$ cat src/rtl/match_sequence_tx.sv
// TX chip-sequence generator: plays up to 128 QPSK chips from an 8x32 coefficient
// store, highest chip first, one chip per TX sample strobe.
module match_sequence_tx #(
    parameter logic signed [15:0] AMP = 16'sh4000
) (
    input  logic               clk,
    input  logic               reset,
    input  logic               txstrobe,
    input  logic [31:0]        cdata,
    input  logic [2:0]         cstate,
    input  logic               cwrite,
    input  logic               start,
    input  logic [7:0]         seq_len,
    input  logic               abort,
    output logic signed [15:0] tx_i,
    output logic signed [15:0] tx_q,
    output logic               sample_valid,
    output logic               busy,
    output logic               done,
    output logic [15:0]        debugbus
);

    localparam logic signed [15:0] NEG_AMP = -AMP;

    typedef enum logic {
        S_IDLE = 1'b0,
        S_RUN  = 1'b1
    } state_t;

    state_t             r_state, w_state_n;
    logic [6:0]         r_chip_idx, w_chip_idx_n;
    logic signed [15:0] r_tx_i, r_tx_q, w_tx_i_n, w_tx_q_n;
    logic               r_valid, r_done, w_valid_n, w_done_n;
    logic [31:0]        r_coef [8];

    logic               w_busy;
    logic [6:0]         w_start_idx;
    logic [31:0]        w_word;
    logic               w_re, w_im;
    logic signed [15:0] w_chip_i, w_chip_q;

    assign w_busy = (r_state == S_RUN);

    // Store is deliberately outside the reset domain so contents survive reset.
    always_ff @(posedge clk) begin
        if (cwrite && !w_busy)
            r_coef[cstate] <= cdata;
    end

    assign w_start_idx = (seq_len == 8'd0 || seq_len > 8'd128) ? 7'd127
                                                              : 7'(seq_len - 8'd1);

    // Chip k lives at word k[6:4], real bit 16+k[3:0], imaginary bit k[3:0].
    assign w_word = r_coef[r_chip_idx[6:4]];
    assign w_re   = w_word[{1'b1, r_chip_idx[3:0]}];
    assign w_im   = w_word[{1'b0, r_chip_idx[3:0]}];

    always_comb begin
        w_chip_i = '0;
        w_chip_q = '0;
        case ({w_re, w_im})
            2'b00:   w_chip_i = AMP;
            2'b01:   w_chip_q = NEG_AMP;
            2'b10:   w_chip_q = AMP;
            default: w_chip_i = NEG_AMP;
        endcase
    end

    always_ff @(posedge clk or negedge reset) begin
        if (!reset) begin
            r_state    <= S_IDLE;
            r_chip_idx <= '0;
            r_tx_i     <= '0;
            r_tx_q     <= '0;
            r_valid    <= 1'b0;
            r_done     <= 1'b0;
        end else begin
            r_state    <= w_state_n;
            r_chip_idx <= w_chip_idx_n;
            r_tx_i     <= w_tx_i_n;
            r_tx_q     <= w_tx_q_n;
            r_valid    <= w_valid_n;
            r_done     <= w_done_n;
        end
    end

    always_comb begin
        w_state_n    = r_state;
        w_chip_idx_n = r_chip_idx;
        w_tx_i_n     = r_tx_i;
        w_tx_q_n     = r_tx_q;
        w_valid_n    = 1'b0;
        w_done_n     = 1'b0;
        if (abort) begin
            w_state_n    = S_IDLE;
            w_chip_idx_n = '0;
            w_tx_i_n     = '0;
            w_tx_q_n     = '0;
        end else begin
            case (r_state)
                S_IDLE: begin
                    if (txstrobe) begin
                        w_tx_i_n = '0;
                        w_tx_q_n = '0;
                    end
                    if (start) begin
                        w_state_n    = S_RUN;
                        w_chip_idx_n = w_start_idx;
                    end
                end
                S_RUN: begin
                    if (txstrobe) begin
                        w_tx_i_n  = w_chip_i;
                        w_tx_q_n  = w_chip_q;
                        w_valid_n = 1'b1;
                        if (r_chip_idx == 7'd0) begin
                            w_done_n  = 1'b1;
                            w_state_n = S_IDLE;
                        end else begin
                            w_chip_idx_n = r_chip_idx - 7'd1;
                        end
                    end
                end
                default: w_state_n = S_IDLE;
            endcase
        end
    end

    assign tx_i         = r_tx_i;
    assign tx_q         = r_tx_q;
    assign sample_valid = r_valid;
    assign done         = r_done;
    assign busy         = w_busy;
    assign debugbus     = {w_busy, r_done, r_valid, r_state, r_chip_idx, r_tx_i[15:11]};

endmodule

$ cat config.mk
export PLATFORM = sky130hd
export DESIGN_NAME = match_sequence_tx
export DESIGN_NICKNAME = d
export VERILOG_FILES = /design/src/rtl/match_sequence_tx.sv
export SDC_FILE = /design/constraint.sdc
export NUM_CORES = 1
export LEC_CHECK = 0
export BUFFER_PORTS_ARGS = -buffer_cell sky130_fd_sc_hd__buf_2
export CORE_MARGIN = 3
export CORE_UTILIZATION = 50
export CTS_CLUSTER_DIAMETER = 120
export CTS_CLUSTER_SIZE = 28
export DETAILED_ROUTE_END_ITERATION = 7
export GPL_TIMING_DRIVEN = 0
export PLACE_DENSITY_LB_ADDON = 0.2
export SYNTH_ARGS = -nofsm -noshare
export SYNTH_HDL_FRONTEND = slang
export SYNTH_SLANG_ARGS = --single-unit
export TNS_END_PERCENT = 30
$ cat constraint.sdc
create_clock -name clk -period 10.8 [get_ports clk]
set_clock_uncertainty 0.05 [all_clocks]
set_input_delay 1.62 -clock clk [delete_from_list [all_inputs] [get_ports clk]]
set_output_delay 1.62 -clock clk [all_outputs]
set_load 0.02 [all_outputs]
Word-level counts from Yosys, hierarchy flattened
Memory sizes are Yosys's and may differ from the RTL's.
Cells that the tools add are included.
{"block": "totals", "memories": 1, "wordCells": 61, "ram_bits": 256, "register_bits": 42}
{"name": "r_coef", "words": 8, "width": 32, "rd": 1, "rd_ports_with_merged_regs": 0, "wr": 1, "line_no": "34", "source": "logic [31:0] r_coef [8];"}
{"block": "op_classes", "eq_ne": 6, "bitwise_logic": 1, "mux": 33, "n_lt_le_gt_ge": 3, "n_reduce_logical": 9, "add_sub_neg": 2}
{"operator": "16-bit case mux with 2 select lines", "n": 4}
{"operator": "16-bit 2-to-1 mux", "n": 5}
{"operator": "7-bit 2-to-1 mux", "n": 5}
{"operator": "1-bit 2-to-1 mux", "n": 15}
{"operator": "7-bit case mux with 2 select lines", "n": 1}
{"operator": "7-bit by 1-bit subtractor with 7-bit output (second input constant)", "n": 2}
{"operator": "3-bit != test (second input constant)", "n": 4}
{"operator": "1-bit binary-select mux with 4-bit select", "n": 2}
{"operator": "8-bit greater-than comparator (second input constant)", "n": 1}
{"operator": "8-bit logical NOT", "n": 1}
{"operator": "7-bit logical NOT", "n": 1}
{"operator": "4-bit by 6-bit < comparator with 1-bit output (second input constant)", "n": 1}
{"operator": "5-bit by 6-bit < comparator with 1-bit output (second input constant)", "n": 1}
{"operator": "3-bit AND reduction", "n": 1}
{"operator": "2-bit by 1-bit equality test with 1-bit output (second input constant)", "n": 1}
{"operator": "2-bit equality test (second input constant)", "n": 1}
{"operator": "2-bit logical NOT", "n": 1}
{"operator": "1-bit case mux with 2 select lines", "n": 1}
{"operator": "2-bit AND reduction", "n": 1}
{"operator": "2-bit OR reduction", "n": 1}
{"operator": "1-bit logical AND", "n": 1}
{"operator": "1-bit logical NOT", "n": 1}
{"operator": "1-bit logical OR", "n": 1}
{"operator": "1-bit NOT", "n": 1}

Logic depth before layout (Yosys ltp)
An unclocked memory read counts as a cell.
{"block": "logic_depth", "ltp_word": 9, "depth_mapped": 11}

Least setup slack after synthesis
No wires, ideal clock.
{"block": "synth_path", "kind": "in2reg", "from": "input port cstate[0]", "to": "memory r_coef[2][0], enable pin", "stages": 1, "t_arrival_ns": 4.833, "slack_ns": 5.412, "setup_ns": 0.505, "required_ns": 10.245, "path_cell_list": "nor4_1"}
{"element": "start: declaration", "line_no": "10", "source": "input logic [2:0] cstate,"}
{"element": "end: declaration", "line_no": "34"}
Straight into the memory's write port.

Worst setup path in the final report
{"block": "layout_path", "from": "register r_chip_idx[6]", "to": "register r_tx_q[14], in the netlist tx_q[14]"}
{"block": "layout_via", "elab_chain_cells": 8}
{"element": "start: declaration", "line_no": "31", "source": "logic [6:0] r_chip_idx, w_chip_idx_n;"}
{"element": "start signal: assignment", "line_no": "79", "source": "r_chip_idx <= w_chip_idx_n;"}
{"element": "memory read 8 x 32 bit *"}
{"element": "1-bit binary-select mux with 4-bit select (on tied branches)", "line_no": "56, 55"}
{"element": "1-bit 2-to-1 mux (on tied branches)", "line_no": "56, 55"}
{"element": "2-bit equality test or 2-bit by 1-bit equality test with 1-bit output (tied branches)", "line_no": "61", "source": "case ({w_re, w_im})"}
{"element": "16-bit case mux with 2 select lines *", "line_no": "61"}
{"element": "16-bit 2-to-1 mux *", "line_no": "112", "source": "if (txstrobe) begin"}
{"element": "16-bit case mux with 2 select lines *", "line_no": "100", "source": "case (r_state)"}
{"element": "16-bit 2-to-1 mux *", "line_no": "94", "source": "if (abort) begin"}
{"element": "end signal: assignment", "line_no": "81", "source": "r_tx_q <= w_tx_q_n;"}
{"element": "end: declaration", "line_no": "32", "source": "logic signed [15:0] r_tx_i, r_tx_q, w_tx_i_n, w_tx_q_n;"}
Every way passes the cells marked *; elsewhere a longest branch is shown, timed or not. The select of a mux whose other input is x is not followed.
A chain may end at the register's enable or synchronous reset.

==> impl_summary.md <==
Timing
The final count of pins violating max slew is 0. The final-report hold violation count is 0. Of the available clock period, the critical path in the final layout requires 30.24%. For the pin with the worst max-slew slack, the measured transition is 0.9457 ns. The top achievable clock speed is 0.3061 GHz. Setup repair after global routing left no endpoint under its margin. The worst path needs 3.266 ns of the cycle, external delays included. The summed negative setup slack over all endpoints is 0 ns.

Setup violations remaining at the end of the flow were counted as 0. The worst max-slew margin expressed relative to the limit is 36.43%.

Worst setup path
The beginning of the critical path is r_chip_idx[6]$_DFFE_PN0P_. The type of the worst setup path is reg2reg. The largest driver fanout on the critical path is 10.

At the worst endpoint, the required time is 11.15 ns. The worst register-to-register path has a depth of 10. The most numerous cell type found on the critical path is sky130_fd_sc_hd__buf_2. The type of element capturing the critical path is a flip-flop.

For this run, the slowest stage of the critical path takes 0.50 ns. The worst reg-to-reg setup slack is 7.53 ns. The slowest cell on the critical path is sky130_fd_sc_hd__a2111oi_1. The signal on the critical path passes through buf_2, buf_2, buf_2, mux2i_1, nor2_1, a2111oi_1, a22oi_1, ha_1, nand3b_1, a21oi_1.

In this run the worst setup path terminates at tx_q[14]$_DFFE_PN0P_. Data on the critical path arrives at its endpoint at 3.62 ns. The reg-to-reg critical path endpoint is tx_q[14]$_DFFE_PN0P_. The launch point of the worst reg-to-reg path is r_chip_idx[6]$_DFFE_PN0P_. STA classifies the critical path startpoint as a flip-flop.

Logic synthesis
In this run, distinct cell masters in the synthesized netlist total 54. The fraction of synthesis flops using an asynchronous set or reset pin is 5.185%. In this run, synthesis produced a sequential element count of 270. The count of warnings emitted by yosys is 0. The synthesized area per cell is 18.63 sq um. By area the synthesized netlist is led by sky130_fd_sc_hd__edfxtp_1, sky130_fd_sc_hd__mux4_2, sky130_fd_sc_hd__dfrtp_1, sky130_fd_sc_hd__buf_4, sky130_fd_sc_hd__mux2_2.

The share of Yosys cell area claimed by the top area cell type is 69.13%. The netlist area before placement is 11120 sq um. The share of synthesized area occupied by flip-flops and latches is 72.29%. By count the netlist is led by sky130_fd_sc_hd__edfxtp_1, sky130_fd_sc_hd__mux4_2, sky130_fd_sc_hd__buf_4.

The most used flip-flop cell after synthesis is sky130_fd_sc_hd__edfxtp_1. In the post-synthesis netlist, the cell with the most instances is sky130_fd_sc_hd__edfxtp_1. The cell accounting for the most synthesized area is sky130_fd_sc_hd__edfxtp_1. The gate count after technology mapping is 597. The number of enable-type register cells in the synthesized netlist is 256.

Placed design
The count of buffers from port buffering is 68. The half-perimeter wire length of the detailed placement result is 17200 microns. In this run the cell area measured after placement is 12300 sq um.

The congestion estimate from routability-driven global placement came to 0.8933.

Clocking
The quantity of hold-fixing buffers added after cts is 0. The post-CTS resize count is 0. The CTS tree is yes.

Buffers inserted during clock tree synthesis total 13. The tree is rooted in a sky130_fd_sc_hd__clkbuf_16. No sink is reached through more buffers than the 3 on the longest clock path.

The number of H-tree levels is 1. Buffers added to address setup during post-CTS repair amount to 0. Counting every sink on the clock net gives 270. Clock-pin slew was measured on the worst setup and hold paths at 0.12 ns. The clock network latency to the later pin of the worst-skew pair is 0.49 ns.

Run
Across the run, the number of max-cap violations was 0.

Power
The largest vdd supply drop is 0.1317 mV. In this run the power density over the cells is 159.1 nW/um^2. Summed over all cells, the static leakage comes to 4.308 nW. The switching portion of total power is 24.38%. Per report_power, the sequential group accounts for 58.3% of the total.

The share of total power dissipated in combinational logic is 15.3%. Summed over all nets, the switching power comes to 491.2 uW. The internal power summed over all cells is 1.524 mW. Of the total power, the clock network draws 26.4%.

Drt
The count of nets left with antenna violations after detail routing is 0. Summing over every cut layer, the via total after detailed routing is 5994. The first-pass iteration count of the detailed router is 5. After detailed routing, the number of remaining DRC violations is 0. The DRC marker count from the first detailed-route iteration is 600. Dividing the detail-routed via count by the number of cells gives 5.876. After detailed routing, the average wire length per cell comes to 24.05 microns. For this block, the routed nets add up to 24540 microns of wire.

Floorplan
The die extent in x is 155.1 microns. The area of the die is 24060 sq um. The vertical extent of the die is 155.1 microns. The effective utilization at floorplan is 51.91%. The row count is 53. The top-level port count is 100.

The core region is 21420 sq um.

Layout
Once layout is complete, the utilization of the core stands at 59.12%. The net count of the finished layout is 793. Fill cells in the final layout number 1586.

The post-synthesis to final-layout area growth is 13.89%. 0 antenna diodes ended up in the layout. Once layout is done, the placed cells without fillers occupy 12660 sq um. The share of layout cells above drive strength 1 is 33.29%.

Global routing
The number of antenna violations at the first check in global routing came to 1. The combined global-route utilization of all metal layers is 20.51%. The first global-routing pass estimated 37080 microns of wire.

Entering global routing, the biggest net connects 30 pins. The number of global-route vias before repair came to 6136. Global routing finished with a remaining overflow of 0.

Hold path
The tightest min-delay check is of the reg2reg type. The hold-critical path depth is 2.

Run status
The run finished with clean final reports.
registers in the layout, summed over array words and instances, names as in the netlist:
| name | count |
|---|---|
| r_coef | 256 |
| r_chip_idx | 7 |
| tx_i | 2 |
| tx_q | 2 |
| busy | 1 |
| done | 1 |
| sample_valid | 1 |
cell usage in the layout, fill, tap and decap left out, types with 13 or more instances in the layout:
master / count
sky130_fd_sc_hd__edfxtp_1: 256
sky130_fd_sc_hd__buf_2: 76
sky130_fd_sc_hd__mux4_2: 54
sky130_fd_sc_hd__buf_4: 50
sky130_fd_sc_hd__conb_1: 31
sky130_fd_sc_hd__nand2_1: 21
sky130_fd_sc_hd__buf_6: 19
sky130_fd_sc_hd__clkbuf_1: 18
sky130_fd_sc_hd__dfrtp_1: 14
sky130_fd_sc_hd__o22ai_1: 13
sky130_fd_sc_hd__clkbuf_16: 13
routing by layer:
metal	track usage, %	vias up	part of all wire, %
met4	6.476	2	2.9
met3	4.478	49	8.1
met1	28.37	3046	41
met2	33.05	275	48
li1	-	2622	-
met5	0	-	0.037
power by group through the flow:
stage	logic (mW)	registers [mW]	clock network [mW]
floorplan	0.196	1.20	0
detailed placement	0.306	1.20	0
global route	0.330	1.18	0.581
global placement	0.294	1.20	0
finish	0.308	1.17	0.533
CTS	0.307	1.17	0.542
per-stage QoR:
stage	setup slack [ns]	cells	hold slack [ns]	total power, mW
after global placement	1.904	970	0.4822	1.494
after global routing	7.419	1020	0.5214	2.088
final	7.534	1020	0.4914	2.015
after floorplan	5.412	627	0.5733	1.399
after CTS	7.538	1020	0.4940	2.024
after detailed placement	7.042	999	0.4798	1.504
worst min-delay path by stage:
stage | to | from
2_1_floorplan | tx_q[14]$_DFFE_PN0P_ | tx_q[14]$_DFFE_PN0P_
3_3_place_gp | tx_q[14]$_DFFE_PN0P_ | tx_q[14]$_DFFE_PN0P_
3_5_place_dp | tx_q[14]$_DFFE_PN0P_ | tx_q[14]$_DFFE_PN0P_
4_1_cts | tx_q[14]$_DFFE_PN0P_ | tx_q[14]$_DFFE_PN0P_
5_1_grt | tx_q[14]$_DFFE_PN0P_ | tx_q[14]$_DFFE_PN0P_
6_report | tx_q[14]$_DFFE_PN0P_ | tx_q[14]$_DFFE_PN0P_
cell families (layout without fill, tap and decap cells):
group | Yosys count | count (layout) | synth area share, %
and+or+nand+nor | 94 | 94 | 4.546
muxes | 75 | 75 | 12.96
AOI/OAI and AO/OA | 73 | 73 | 4.828
other | 1 | 31 | 0.03372
adders and majority gates | 5 | 5 | 0.5626
buffers and inverters | 73 | 191 | 4.310
DFF | 270 | 270 | 72.29
xor gates and xnor gates | 6 | 6 | 0.4726
worst max-delay path, delay by kind of cell (launching register included):
family          cells  cell delay (ns)
buf+inv             3             0.99
compound gates      3             0.87
flops               1             0.36
fa+ha+maj           1             0.35
mux                 1             0.30
simple gates        2             0.25
area by class of cell:
type,count,area (sq um),area share (%)
buffer,67,456.7,3.606
clock buffer,20,351.6,2.776
clock inverter,1,11.26,0.08892
inverter,6,22.52,0.1778
multi-input combinational,284,2763,21.82
sequential,270,8038,63.47
tap,275,344.1,2.717
timing repair buffer,97,676.9,5.345
Note: power is estimated with default switching activity, not from simulation.
